## config.mk

```make
export PLATFORM = sky130hd
export DESIGN_NAME = multicycle_ctrl_fsm
export DESIGN_NICKNAME = d
export VERILOG_FILES = /design/src/rtl/multicycle_ctrl_fsm.sv
export SDC_FILE = /design/constraint.sdc
export NUM_CORES = 1
export LEC_CHECK = 0
export CAP_MARGIN = 20
export CELL_PAD_IN_SITES_DETAIL_PLACEMENT = 1
export CELL_PAD_IN_SITES_GLOBAL_PLACEMENT = 2
export CORE_MARGIN = 2
export CORE_UTILIZATION = 18
export DETAILED_ROUTE_END_ITERATION = 12
export PLACE_DENSITY = 0.84
export SLEW_MARGIN = 25
export SYNTH_ARGS = -nofsm -noshare
export SYNTH_HDL_FRONTEND = slang
export SYNTH_SLANG_ARGS = --single-unit
```

## constraint.sdc

```tcl
create_clock -name clk -period 1.5 [get_ports clk]
set_clock_uncertainty 0.05 [all_clocks]
set_input_delay 0.3 -clock clk [delete_from_list [all_inputs] [get_ports clk]]
set_output_delay 0.3 -clock clk [all_outputs]
set_load 0.05 [all_outputs]
```

## src/rtl/multicycle_ctrl_fsm.sv

```systemverilog
// multicycle_ctrl_fsm
//   Control unit for a multicycle MIPS subset (R-type add/sub/and, addi, lw, sw, beq, j).
//   Sequences the datapath one state per cycle. All outputs decode the registered state.
//   Two exceptions: alu_op in EXEC_R follows funct, and pc_write in BRANCH follows zero.
//   The illegal pulse in DECODE/EXEC_R also follows opcode/funct.
//
// Parameters
//   MEM_WAIT    extra wait cycles after each memory access (FETCH, MEM_RD), 0..7
//
// Ports
//   clk         clock
//   reset       synchronous active-high reset
//   opcode      IR[31:26]
//   funct       IR[5:0]
//   zero        ALU zero flag
//   alu_src_a   0 = PC, 1 = register A
//   alu_src_b   00 = reg B, 01 = constant 4, 10 = sign-ext imm, 11 = shifted imm
//   alu_op      001 add, 010 sub, 011 and, 000 idle
//   pc_write    PC load enable
//   pc_source   00 ALU result, 01 ALUOut, 10 jump target
//   ir_write    IR load enable
//   mem_write   memory write strobe
//   i_or_d      0 = PC address, 1 = ALUOut address
//   reg_write   register file write
//   reg_dst     0 = rt, 1 = rd
//   mem_to_reg  0 = ALUOut, 1 = MDR
//   illegal     one-cycle pulse on undecoded opcode/funct
//   state_dbg   current state encoding:
//               0 RESET, 1 FETCH, 2 FETCH_WAIT, 3 DECODE, 4 EXEC_R, 5 WB_R, 6 EXEC_I,
//               7 WB_I, 8 MEM_ADDR, 9 MEM_RD, 10 WB_MEM, 11 MEM_WR, 12 BRANCH, 13 JUMP
module multicycle_ctrl_fsm #(
    parameter int unsigned MEM_WAIT = 1
) (
    input  logic       clk,
    input  logic       reset,
    input  logic [5:0] opcode,
    input  logic [5:0] funct,
    input  logic       zero,
    output logic       alu_src_a,
    output logic [1:0] alu_src_b,
    output logic [2:0] alu_op,
    output logic       pc_write,
    output logic [1:0] pc_source,
    output logic       ir_write,
    output logic       mem_write,
    output logic       i_or_d,
    output logic       reg_write,
    output logic       reg_dst,
    output logic       mem_to_reg,
    output logic       illegal,
    output logic [3:0] state_dbg
);

    typedef enum logic [3:0] {
        StReset     = 4'd0,
        StFetch     = 4'd1,
        StFetchWait = 4'd2,
        StDecode    = 4'd3,
        StExecR     = 4'd4,
        StWbR       = 4'd5,
        StExecI     = 4'd6,
        StWbI       = 4'd7,
        StMemAddr   = 4'd8,
        StMemRd     = 4'd9,
        StWbMem     = 4'd10,
        StMemWr     = 4'd11,
        StBranch    = 4'd12,
        StJump      = 4'd13
    } state_e;

    localparam logic [5:0] OpRtype = 6'h00;
    localparam logic [5:0] OpAddi  = 6'h08;
    localparam logic [5:0] OpLw    = 6'h23;
    localparam logic [5:0] OpSw    = 6'h2B;
    localparam logic [5:0] OpBeq   = 6'h04;
    localparam logic [5:0] OpJ     = 6'h02;

    localparam logic [5:0] FnAdd = 6'h20;
    localparam logic [5:0] FnSub = 6'h22;
    localparam logic [5:0] FnAnd = 6'h24;

    localparam logic [2:0] AluIdle = 3'b000;
    localparam logic [2:0] AluAdd  = 3'b001;
    localparam logic [2:0] AluSub  = 3'b010;
    localparam logic [2:0] AluAnd  = 3'b011;

    localparam logic [1:0] SrcBReg   = 2'b00;
    localparam logic [1:0] SrcBFour  = 2'b01;
    localparam logic [1:0] SrcBImm   = 2'b10;
    localparam logic [1:0] SrcBShift = 2'b11;

    localparam logic [1:0] PcAlu    = 2'b00;
    localparam logic [1:0] PcAluOut = 2'b01;
    localparam logic [1:0] PcJump   = 2'b10;

    localparam logic [2:0] MaxCnt = 3'(MEM_WAIT);

    state_e     state_q;
    logic [2:0] cnt_q;
    logic       wait_done;

    // Counter has reached the configured wait length.
    assign wait_done = (cnt_q >= MaxCnt);

    // ALU operation for an R-type funct; AluIdle marks an undecoded funct.
    function automatic logic [2:0] funct_op(input logic [5:0] f);
        case (f)
            FnAdd:   funct_op = AluAdd;
            FnSub:   funct_op = AluSub;
            FnAnd:   funct_op = AluAnd;
            default: funct_op = AluIdle;
        endcase
    endfunction

    // State and wait counter. The counter defaults to clear so that any exit
    // from a wait state leaves it at zero.
    always_ff @(posedge clk) begin
        if (reset) begin
            state_q <= StReset;
            cnt_q   <= 3'd0;
        end else begin
            cnt_q <= 3'd0;
            case (state_q)
                StReset: state_q <= StFetch;
                StFetch: begin
                    if (MEM_WAIT == 0) begin
                        state_q <= StDecode;
                    end else begin
                        // The FETCH cycle is the access itself; FETCH_WAIT then
                        // covers the MEM_WAIT extra cycles.
                        state_q <= StFetchWait;
                        cnt_q   <= 3'd1;
                    end
                end
                StFetchWait: begin
                    if (wait_done) begin
                        state_q <= StDecode;
                    end else begin
                        state_q <= StFetchWait;
                        cnt_q   <= cnt_q + 3'd1;
                    end
                end
                StDecode: begin
                    case (opcode)
                        OpRtype:    state_q <= StExecR;
                        OpAddi:     state_q <= StExecI;
                        OpLw, OpSw: state_q <= StMemAddr;
                        OpBeq:      state_q <= StBranch;
                        OpJ:        state_q <= StJump;
                        default:    state_q <= StFetch;
                    endcase
                end
                StExecR:   state_q <= (funct_op(funct) == AluIdle) ? StFetch : StWbR;
                StExecI:   state_q <= StWbI;
                StMemAddr: state_q <= (opcode == OpSw) ? StMemWr : StMemRd;
                StMemRd: begin
                    // Access cycle plus MEM_WAIT extra cycles, all in this state.
                    if (wait_done) begin
                        state_q <= StWbMem;
                    end else begin
                        state_q <= StMemRd;
                        cnt_q   <= cnt_q + 3'd1;
                    end
                end
                StWbR, StWbI, StWbMem, StMemWr, StBranch, StJump: state_q <= StFetch;
                default: state_q <= StReset;
            endcase
        end
    end

    // Output decode of the registered state; every output defaults to zero.
    always_comb begin
        alu_src_a  = 1'b0;
        alu_src_b  = SrcBReg;
        alu_op     = AluIdle;
        pc_write   = 1'b0;
        pc_source  = PcAlu;
        ir_write   = 1'b0;
        mem_write  = 1'b0;
        i_or_d     = 1'b0;
        reg_write  = 1'b0;
        reg_dst    = 1'b0;
        mem_to_reg = 1'b0;
        illegal    = 1'b0;
        case (state_q)
            StFetch: begin
                alu_src_b = SrcBFour;
                alu_op    = AluAdd;
                if (MEM_WAIT == 0) begin
                    ir_write = 1'b1;
                    pc_write = 1'b1;
                end
            end
            StFetchWait: begin
                // Only the final wait cycle latches IR and PC+4.
                if (wait_done) begin
                    ir_write  = 1'b1;
                    pc_write  = 1'b1;
                    alu_src_b = SrcBFour;
                    alu_op    = AluAdd;
                end
            end
            StDecode: begin
                alu_src_b = SrcBShift;
                alu_op    = AluAdd;
                case (opcode)
                    OpRtype, OpAddi, OpLw, OpSw, OpBeq, OpJ: illegal = 1'b0;
                    default:                                 illegal = 1'b1;
                endcase
            end
            StExecR: begin
                alu_src_a = 1'b1;
                alu_op    = funct_op(funct);
                illegal   = (funct_op(funct) == AluIdle);
            end
            StWbR: begin
                reg_write = 1'b1;
                reg_dst   = 1'b1;
            end
            StExecI, StMemAddr: begin
                alu_src_a = 1'b1;
                alu_src_b = SrcBImm;
                alu_op    = AluAdd;
            end
            StWbI: reg_write = 1'b1;
            StMemRd: i_or_d = 1'b1;
            StWbMem: begin
                reg_write  = 1'b1;
                mem_to_reg = 1'b1;
            end
            StMemWr: begin
                i_or_d    = 1'b1;
                mem_write = 1'b1;
            end
            StBranch: begin
                alu_src_a = 1'b1;
                alu_op    = AluSub;
                pc_source = PcAluOut;
                pc_write  = zero;
            end
            StJump: begin
                pc_source = PcJump;
                pc_write  = 1'b1;
            end
            default: ;
        endcase
    end

    assign state_dbg = state_q;

endmodule

```

==> impl_results.md <==
- Max-Cap Viols: 0
- Finish-stage setup viols: 19
- H-tree depth: 1
- Post-DRT Antenna Nets: 0
- # clock sinks: 7
- First-pass iteration count of the detailed router: 4
- Hold Path Depth: 2
- Die width: 65.8 um
- Core box area: 3660 um2
- Pwr dens: 1300 nW/um2
- Drt wl/cell: 22.1 um
- Routed WL: 5560 um
- Post-synthesis cell type count: 43
- Startpoint Class: flop
- Status: finished, violations left
- Worst VDD drop: 876 uV
- Ys flop type: dfxtp_1
- Area delta synth->final: 251%
- Starting Density: 18.8%
- Antenna violations before repair: 0
- CP required: 1.15 ns
- Min cycle time layout: 2.06 ns
- Vias: 1,254
- Die area: 4330 um2
- Remaining DRCs: 0
- Cells after Synth: 96
- Post-CTS Hold Fix Bufs: 0
- Yosys Warn Count: 0
- Mapped cell area: approximately 690 um2
- Register area share after synthesis: between 20 and 25%
- Crit share post-route: 137%
- # rows: 22
- R2R cell count: 7
- Aggregate global routing overflow: 0
- Area contributors post-synth: dfxtp_1 20%, nor2_1 7.7%, nor3_1 5.1%
- Placed cells: 214
- Max Slew Vio Count: 0
- Synthesized flop and latch total: 7
- Place WS: -0.786 ns
- Vias/cell: 4.98
- Hold WC Path Type: flop to flop
- Vias in the first global route: 1,396
- Die height: 65.8 um
- Count leader, synth: nor2_1
- Top post-synthesis cells by count: 14 x nor2_1, 8 x nand2_1, 7 x dfxtp_1, 7 x nor3_1, 5 x a21oi_1
- Fmax: 0.486 GHz
- RSZ-0062 raised after global routing: yes
- Ant. Diodes: 0
- Root buf cell: clkbuf_8
- Worst Setup End Kind: output pin
- Setup slack after layout: -0.558 ns
- Crit Path Category: flop to output pin
- PortBufs: 33
- Fin cells: 252
- Drt first-iter violations: 39
- Gr usage total: about a quarter
- RD Place Congestion: 0.808
- Final hold violations: 0
- Cts bufs inserted: 3
- Final setup TNS: -5.77 ns
- Post-synthesis average cell area: 7.16 um2
- # nets final: approximately 220
- Number of enable flip-flop cells after synthesis: 0
- Leak Pwr: slightly below 1 nW
- Synthesized Nets: 113
- CP arrival: ~1.7 ns
- Post-synth top area share: between 20% and 30%
- Crit-path max FO: 3
- Cell taking the most area after synthesis: dfxtp_1
- Largest net degree at the start of global routing: 9
- Layout cells sized above 1: between 80% and 90%
- Reg clk slew, reported paths: roughly 0.040 ns
- CTS tree: built
- IO Count: 35
- Max clock buf depth: 2
- Post-synth ARST share: 0%
- HPWL after DPL: 2800 um
- First-pass GRT wire length: 8230 um
- Clock latency on the worst-skew pair: between 0.2 and 0.3 ns
- Violated checks: negative setup slack
worst max-delay path: stages, from the launching register on:
cell and delay (ns):
dfxtp_2 0.33, buf_12 0.12, nor4_4 0.25, buf_4 0.19
a21oi_2 0.07, mux2i_2 0.22, o22ai_4 0.12, buf_12 0.16
cell type report:
class,instances,area (um2)
clock buffer,4,45.0
fill,373,1250
inverter,4,21.3
multi-input combinational,80,871
sequential,7,158
tap,48,60.1
timing repair buffer,109,1260
cells in the final DEF, fill, tap and decap left out, drive strengths merged, types with 2 or more instances in the layout:
cell,instances
buf,101
nor2,14
nor3,8
nand2,8
dfxtp,7
clkbuf,6
a21oi,5
a31oi,4
nor4,3
o21ai,3
nand2b,3
inv,3
a21o,2
o22ai,2
or4,2
clkdlybuf4s50,2
dlygate4sd2,2
nor2b,2
nand3,2
a211oi,2
ha,2
path summary, 6_finish.rpt:
path	slack, ns	startpoint	to
worst max-delay path	-0.56	cnt_q[1]$_SDFF_PP0_	alu_op[0]
worst min-delay path	0.50	cnt_q[0]$_SDFF_PP0_	cnt_q[1]$_SDFF_PP0_
worst max register to register	-0.37	cnt_q[1]$_SDFF_PP0_	state_dbg[0]$_SDFF_PP0_
worst min register to register	0.50	cnt_q[0]$_SDFF_PP0_	cnt_q[1]$_SDFF_PP0_
what timing repair did:
action | CTS | global route
gates resized for setup | 104 | 33
pin swaps | 26 | 24
buffers inserted | 25 | 18
gates cloned | 1 | 0
endpoints found under the setup margin | 22 | 22
metal layers:
metal / vias to the layer above / GRT usage [%] / share of wire (%)
li1: 570 / - / -
met3: 6 / 4.43 / 4.7
met5: - / 0 / 0
met1: 629 / 32.2 / 41
met4: 0 / 9.11 / 1.1
met2: 49 / 47.0 / 53
metrics by stage:
stage	utilization, %	cell area, um2	hold WS (ns)	power (mW)
CTS	62.0	2270	0.465	2.82
global route	65.9	2410	0.517	3.24
detailed placement	48.0	1760	0.505	1.95
finish	65.9	2410	0.501	3.12
global placement	48.0	1760	0.466	1.90
floorplan	-	897	0.309	1.14
flip-flops by register name, summed over array words and instances, names as in the netlist:
signal     flops
state_dbg      4
cnt_q          3
power by group:
group          total (mW)  leakage (nW)  switching, mW  internal (mW)
logic                2.55         0.911           1.21           1.34
registers           0.274        0.0608         0.0387          0.235
clock network       0.301        0.0228          0.114          0.187
total                3.12         0.994           1.37           1.76
kinds of logic after synthesis:
kind of cell               share of synthesized area [%]
xor gates and xnor gates                            2.55
adders and majority gates                           5.10
and+or+nand+nor                                     40.1
buffers and inverters                               5.65
other                                              0.546
AOI/OAI and AO/OA                                   24.2
DFF                                                 20.4
muxes                                               1.46
(Power assumes the default switching activity.)
